File: src/rtl/lbl_ram_wr_sched_pkg.sv
// Shared widths, arbitration decode and helpers for the label RAM write scheduler.
package lbl_ram_wr_sched_pkg;

    // Label RAM geometry used by the VGA text pipeline.
    localparam int unsigned RAM_ADDR_W   = 8;
    localparam int unsigned RAM_DATA_W   = 8;
    localparam int unsigned STARVE_CNT_W = 16;

    // Per-cycle decision about who owns the RAM port.
    //   ARB_IDLE  : nobody needs the port
    //   ARB_READ  : pipeline reads, no write pending
    //   ARB_HOLD  : pipeline reads, a write waits behind it
    //   ARB_WRITE : write issues while the pipeline is idle
    //   ARB_FORCE : write issues over a pipeline read (read is stolen)
    typedef enum logic [2:0] {
        ARB_IDLE  = 3'd0,
        ARB_READ  = 3'd1,
        ARB_HOLD  = 3'd2,
        ARB_WRITE = 3'd3,
        ARB_FORCE = 3'd4
    } arb_e;

    // Saturating increment: holds at lim once reached.
    function automatic logic [STARVE_CNT_W-1:0] sat_inc(
        input logic [STARVE_CNT_W-1:0] cnt,
        input logic [STARVE_CNT_W-1:0] lim
    );
        if (cnt == lim) begin
            return cnt;
        end
        return cnt + STARVE_CNT_W'(1);
    endfunction

endpackage

File: src/rtl/lbl_ram_wr_sched_wr_queue.sv
// Small synchronous FIFO holding pending {addr, data} writes.
// Handshake: an entry is stored at a rising edge when push_valid_i and
// push_ready_o are both high; push_ready_o is registered and reflects the
// occupancy after that edge, so a full queue refuses pushes even while popping.
module lbl_ram_wr_sched_wr_queue
    import lbl_ram_wr_sched_pkg::*;
#(
    parameter int unsigned ENTRY_W  = 16,
    parameter int unsigned DEPTH_LG = 2
) (
    input  logic                clk_i,
    input  logic                rst_ni,
    input  logic                push_valid_i,
    input  logic [ENTRY_W-1:0]  push_data_i,
    output logic                push_ready_o,
    input  logic                pop_i,
    output logic [ENTRY_W-1:0]  head_o,
    output logic [DEPTH_LG:0]   level_o
);

    localparam int unsigned DEPTH = 1 << DEPTH_LG;
    localparam logic [DEPTH_LG:0] FULL_LVL = {1'b1, {DEPTH_LG{1'b0}}};

    logic [ENTRY_W-1:0]  mem_q [DEPTH];
    logic [DEPTH_LG-1:0] wr_ptr_q, wr_ptr_d;
    logic [DEPTH_LG-1:0] rd_ptr_q, rd_ptr_d;
    logic [DEPTH_LG:0]   level_q, level_d;
    logic                ready_q, ready_d;
    logic                do_push;
    logic                do_pop;

    assign do_push = push_valid_i & ready_q;
    assign do_pop  = pop_i & (level_q != '0);

    // Next-state for pointers, occupancy and the registered ready.
    always_comb begin
        wr_ptr_d = wr_ptr_q;
        rd_ptr_d = rd_ptr_q;
        level_d  = level_q;
        if (do_push) begin
            wr_ptr_d = wr_ptr_q + DEPTH_LG'(1);
        end
        if (do_pop) begin
            rd_ptr_d = rd_ptr_q + DEPTH_LG'(1);
        end
        case ({do_push, do_pop})
            2'b10:   level_d = level_q + (DEPTH_LG+1)'(1);
            2'b01:   level_d = level_q - (DEPTH_LG+1)'(1);
            default: level_d = level_q;
        endcase
        ready_d = (level_d != FULL_LVL);
    end

    // Control state; reset discards every queued entry.
    always_ff @(posedge clk_i or negedge rst_ni) begin
        if (!rst_ni) begin
            wr_ptr_q <= '0;
            rd_ptr_q <= '0;
            level_q  <= '0;
            ready_q  <= 1'b0;
        end else begin
            wr_ptr_q <= wr_ptr_d;
            rd_ptr_q <= rd_ptr_d;
            level_q  <= level_d;
            ready_q  <= ready_d;
        end
    end

    // Storage array; contents are only meaningful while level_q covers them.
    always_ff @(posedge clk_i) begin
        if (do_push) begin
            mem_q[wr_ptr_q] <= push_data_i;
        end
    end

    assign head_o       = mem_q[rd_ptr_q];
    assign level_o      = level_q;
    assign push_ready_o = ready_q;

endmodule

File: src/rtl/lbl_ram_wr_sched.sv
// Label RAM port arbiter: the render pipeline owns the port whenever it asks,
// queued writes take idle cycles, and a write that has waited STARVE_MAX
// blocked cycles is forced over a read, which is then flagged via rd_stolen.
// Write handshake: a request transfers at a rising edge of px_clk when
// wr_valid and wr_ready are both high; wr_addr/wr_data are sampled there.
module lbl_ram_wr_sched
    import lbl_ram_wr_sched_pkg::*;
#(
    parameter int unsigned ADDR_W     = RAM_ADDR_W,
    parameter int unsigned DATA_W     = RAM_DATA_W,
    parameter int unsigned DEPTH_LG   = 2,
    parameter int unsigned STARVE_MAX = 1023
) (
    input  logic              px_clk,
    input  logic              reset_n,
    input  logic              rd_req,
    input  logic [ADDR_W-1:0] rd_addr,
    input  logic              wr_valid,
    input  logic [ADDR_W-1:0] wr_addr,
    input  logic [DATA_W-1:0] wr_data,
    output logic              wr_ready,
    output logic [ADDR_W-1:0] ram_addr,
    output logic              ram_we,
    output logic [DATA_W-1:0] ram_din,
    output logic              rd_stolen,
    output logic [DEPTH_LG:0] level
);

    localparam int unsigned ENTRY_W = ADDR_W + DATA_W;
    localparam logic [STARVE_CNT_W-1:0] STARVE_LIM = STARVE_CNT_W'(STARVE_MAX);
    localparam bit STARVE_EN = (STARVE_MAX != 0);

    logic [ENTRY_W-1:0]      head_entry;
    logic [ADDR_W-1:0]       head_addr;
    logic [DATA_W-1:0]       head_data;
    logic [DEPTH_LG:0]       q_level;
    logic                    pending;
    logic                    starve_hit;
    logic                    grant;
    arb_e                    arb_sel;
    logic [STARVE_CNT_W-1:0] starve_cnt_q, starve_cnt_d;
    logic                    rd_stolen_q, rd_stolen_d;

    lbl_ram_wr_sched_wr_queue #(
        .ENTRY_W  (ENTRY_W),
        .DEPTH_LG (DEPTH_LG)
    ) u_wr_queue (
        .clk_i        (px_clk),
        .rst_ni       (reset_n),
        .push_valid_i (wr_valid),
        .push_data_i  ({wr_addr, wr_data}),
        .push_ready_o (wr_ready),
        .pop_i        (grant),
        .head_o       (head_entry),
        .level_o      (q_level)
    );

    assign head_addr  = head_entry[ENTRY_W-1:DATA_W];
    assign head_data  = head_entry[DATA_W-1:0];
    assign pending    = (q_level != '0);
    assign starve_hit = STARVE_EN && (starve_cnt_q == STARVE_LIM);

    // Decide who owns the RAM port this cycle.
    always_comb begin
        arb_sel = ARB_IDLE;
        if (pending) begin
            if (!rd_req) begin
                arb_sel = ARB_WRITE;
            end else if (starve_hit) begin
                arb_sel = ARB_FORCE;
            end else begin
                arb_sel = ARB_HOLD;
            end
        end else if (rd_req) begin
            arb_sel = ARB_READ;
        end
    end

    assign grant = (arb_sel == ARB_WRITE) || (arb_sel == ARB_FORCE);

    // RAM port mux: the head write on grant, otherwise the pipeline read address.
    always_comb begin
        ram_addr = rd_addr;
        ram_din  = '0;
        ram_we   = 1'b0;
        if (grant) begin
            ram_addr = head_addr;
            ram_din  = head_data;
            ram_we   = 1'b1;
        end
    end

    // Starvation counter and stolen-read flag next state.
    always_comb begin
        starve_cnt_d = starve_cnt_q;
        rd_stolen_d  = (arb_sel == ARB_FORCE);
        if (grant || !pending) begin
            starve_cnt_d = '0;
        end else if (rd_req) begin
            starve_cnt_d = sat_inc(starve_cnt_q, STARVE_LIM);
        end
    end

    // Registered arbitration state; rd_stolen lines up with the RAM's dout.
    always_ff @(posedge px_clk or negedge reset_n) begin
        if (!reset_n) begin
            starve_cnt_q <= '0;
            rd_stolen_q  <= 1'b0;
        end else begin
            starve_cnt_q <= starve_cnt_d;
            rd_stolen_q  <= rd_stolen_d;
        end
    end

    assign rd_stolen = rd_stolen_q;
    assign level     = q_level;

endmodule
File: config.mk
export PLATFORM = sky130hd
export DESIGN_NAME = lbl_ram_wr_sched
export DESIGN_NICKNAME = d
export VERILOG_FILES = /design/src/rtl/lbl_ram_wr_sched_pkg.sv /design/src/rtl/lbl_ram_wr_sched_wr_queue.sv /design/src/rtl/lbl_ram_wr_sched.sv
export SDC_FILE = /design/constraint.sdc
export NUM_CORES = 1
export LEC_CHECK = 0
export BUFFER_PORTS_ARGS = -buffer_cell sky130_fd_sc_hd__buf_2
export CORE_MARGIN = 2
export CORE_UTILIZATION = 50
export DETAILED_ROUTE_END_ITERATION = 8
export GPL_ROUTABILITY_DRIVEN = 0
export PLACE_DENSITY_LB_ADDON = 0.3
export SYNTH_ARGS = -nofsm -noshare
export SYNTH_HDL_FRONTEND = slang
export SYNTH_SLANG_ARGS = --single-unit
File: constraint.sdc
create_clock -name px_clk -period 4.9 [get_ports px_clk]
set_input_delay 0.49 -clock px_clk [delete_from_list [all_inputs] [get_ports px_clk]]
set_output_delay 0.49 -clock px_clk [all_outputs]
set_load 0.02 [all_outputs]
==> flow_summary.json <==
{
  "rsz0062_at_grt": "no",
  "syn_inst": 233,
  "fmax_mhz": 321.8,
  "synth_cell_types": 35,
  "clkTransAtPathRegs_ps": 90,
  "die_h_um": 91.01,
  "period_minus_slack_ps": 3107,
  "critPathKind": "flop to flop",
  "clockBufferDepth": 2,
  "critPathMaxFanout": 19,
  "antenna_left": 0,
  "grt_util_all_layers_pct": 16.58,
  "synth_top_cell_by_area": "edfxtp_1",
  "nets": 323,
  "gr-total-overflow": 0,
  "post_cts_buffers": 0,
  "p_leak_nw": 1.668,
  "min_path_type": "input port to asynchronous set/reset pin",
  "hpwl_um": 4252,
  "finalSetupViolCount": 0,
  "syn_to_final_growth_pct": 14.94,
  "dr.pass1.iters": 4,
  "fin_crit_sh_pct": 63.41,
  "vias": 2073,
  "htree_levels": 3,
  "cts_tree": "built",
  "pin_count": 50,
  "vias_per_cell": 5.288,
  "cts_sinks": 89,
  "irDropWorstVdd_mv": 0.2600,
  "hold_viol": 0,
  "synthFlopType": "edfxtp_1",
  "clock_skew_ps": 17.91,
  "tightest_slew_ps": 858.4,
  "cp-start-kind": "flop",
  "netlist_top_cells_count": "edfxtp_1, dfrtp_1, nor2_1",
  "tns_ps": 0,
  "grt_max_degree": 26,
  "numPortBuffers": 49,
  "slew_violations": 0,
  "ys_ff_latch": 89,
  "drt_iter0_markers": 127,
  "status": "finished, final reports clean",
  "cts-root-buf": "clkbuf_8",
  "postSynth.asyncResetShare_pct": 28.09,
  "routedWlPerCell_um": 16.21,
  "drcViolationCount": 0,
  "maxCapViolations": 0,
  "grt_pass1_vias": 2103,
  "routed_wl_um": 6356,
  "ys_warn_count": 0,
  "yosysSeqAreaShare_pct": 67.31,
  "antenna_found_initial": 0,
  "synth_top_area_share_pct": 50.78,
  "dieArea_um2": 8282,
  "synth.net_count": 268,
  "layout-drive-gt1-share_pct": 32.76,
  "dpl.cell_count": 376,
  "maxSlewHeadroom_pct": 42.78,
  "instances_no_fill": 392,
  "yosysMostFrequentCell": "edfxtp_1",
  "core_um2": 7292,
  "start_util_pct": 51.90,
  "syn_avg_cell_area_um2": 16.24,
  "die_w_um": 91.01,
  "clk_latency_ps": 360,
  "cp_data_required_time_ps": 5130,
  "power.density_nw_per_um2": 516.7,
  "syn_area_um2": 3785,
  "cp_data_arrival_time_ps": 3330,
  "synth-edff-count": 64,
  "postCtsHoldBufs": 0,
  "ys_top_cells_by_area": "edfxtp_1, dfrtp_1, mux4_2",
  "grt_pass1_wl_um": 10520,
  "cts_buffers": 9,
  "cts_resized": 0,
  "endpoint_kind": "flop",
  "insertedDiodeCount": 0,
  "rows": 31
}
[layout by cell type (no fill, tap or decap), drive strengths merged]
master and count:
mux2 9, nand3 6, ha 6, mux2i 1, nor2 18, o2111a 1
clkbuf 9, nand2b 1, or4 2, buf 50, o21ai 2, nand2 10
clkinv 2, nor3 3, edfxtp 64, a211o 1, and2 1, a31oi 1
nor2b 8, and3 7, bufinv 1, nand4 5, inv 15, dfrtp 25
mux4 16, o211ai 1, xor2 7, xnor2 9, or3 4, fa 1
a21oi 3, nor4 3, o31ai 1
[flip-flops by register name (all words and copies together) (netlist names)]
register and flops:
starve_cnt_q 16, rd_stolen 1, u_wr_queue.rd_ptr_q 2, u_wr_queue.level_o 3, u_wr_queue.wr_ptr_q 2, u_wr_queue.mem_q 64
u_wr_queue.push_ready_o 1
[report_power, final]
group	switching, mW	internal, mW	leakage (nW)
combinational	0.350	0.309	0.645
sequential	0.0942	0.959	0.912
clock	0.285	0.252	0.111
[kinds of logic (layout without fill, tap and decap cells)]
kind of cell / Yosys count / count (layout) / synth area share, %
fa+ha+maj: 7 / 7 / 2.512
simple gates: 68 / 68 / 9.785
mux: 26 / 26 / 12.46
xor+xnor: 16 / 16 / 3.901
compound gates: 10 / 10 / 2.149
buf+inv: 17 / 77 / 1.884
flops: 89 / 89 / 67.31
[through the flow]
stage               power (mW)  utilization (%)  hold WS [ps]  instance area (um^2)  setup slack [ps]
floorplan                1.549                -         194.4                  3785              2055
global placement         1.720            56.66         435.5                  4131              1960
detailed placement       1.746            56.66         447.2                  4131              1799
CTS                      2.280            59.66         117.3                  4350              1771
global route             2.377            59.66         142.5                  4350              1492
finish                   2.248            59.66         110.8                  4350              1793
[worst max-delay path: stages (launching register included)]
cell and delay (ps):
dfrtp_1 440, or4_4 570, nor4_4 310, a31oi_4 340, inv_1 150, ha_1 190, inv_1 60, fa_1 370
xor2_1 150, nor2_1 110, xor2_1 210, nand2_1 90
[cell type report]
cell class | instances | area (um^2)
fill | 583 | 2942
clock buffer | 9 | 123.9
tap | 99 | 123.9
sequential | 89 | 2547
inverter | 11 | 41.29
multi-input combinational | 127 | 1166
clock inverter | 7 | 95.09
timing repair buffer | 50 | 252.7
[path summary, 6_finish.rpt]
check | slack [ps] | endpoint | depth (start not counted) | from
setup / recovery | 1790 | u_wr_queue.push_ready_o | 11 | starve_cnt_q[12]
hold / removal | 110 | starve_cnt_q[7] | 1 | reset_n
setup reg to reg | 1790 | u_wr_queue.push_ready_o | 11 | starve_cnt_q[12]
hold reg to reg | 460 | starve_cnt_q[0] | 1 | starve_cnt_q[0]
max in group asynchronous | 4420 | starve_cnt_q[3] | 1 | reset_n
min in group px_clk | 340 | u_wr_queue.mem_q[1][15] | 1 | wr_addr[7]
[metal layers]
metal,vias to the layer above,wire (um),GRT usage [%]
met4,0,53,6.439
met1,1023,2913,22.81
li1,989,-,-
met3,4,287,3.734
met2,57,3101,26.05
met5,-,0,0
Power figures use the tool's default switching activity.
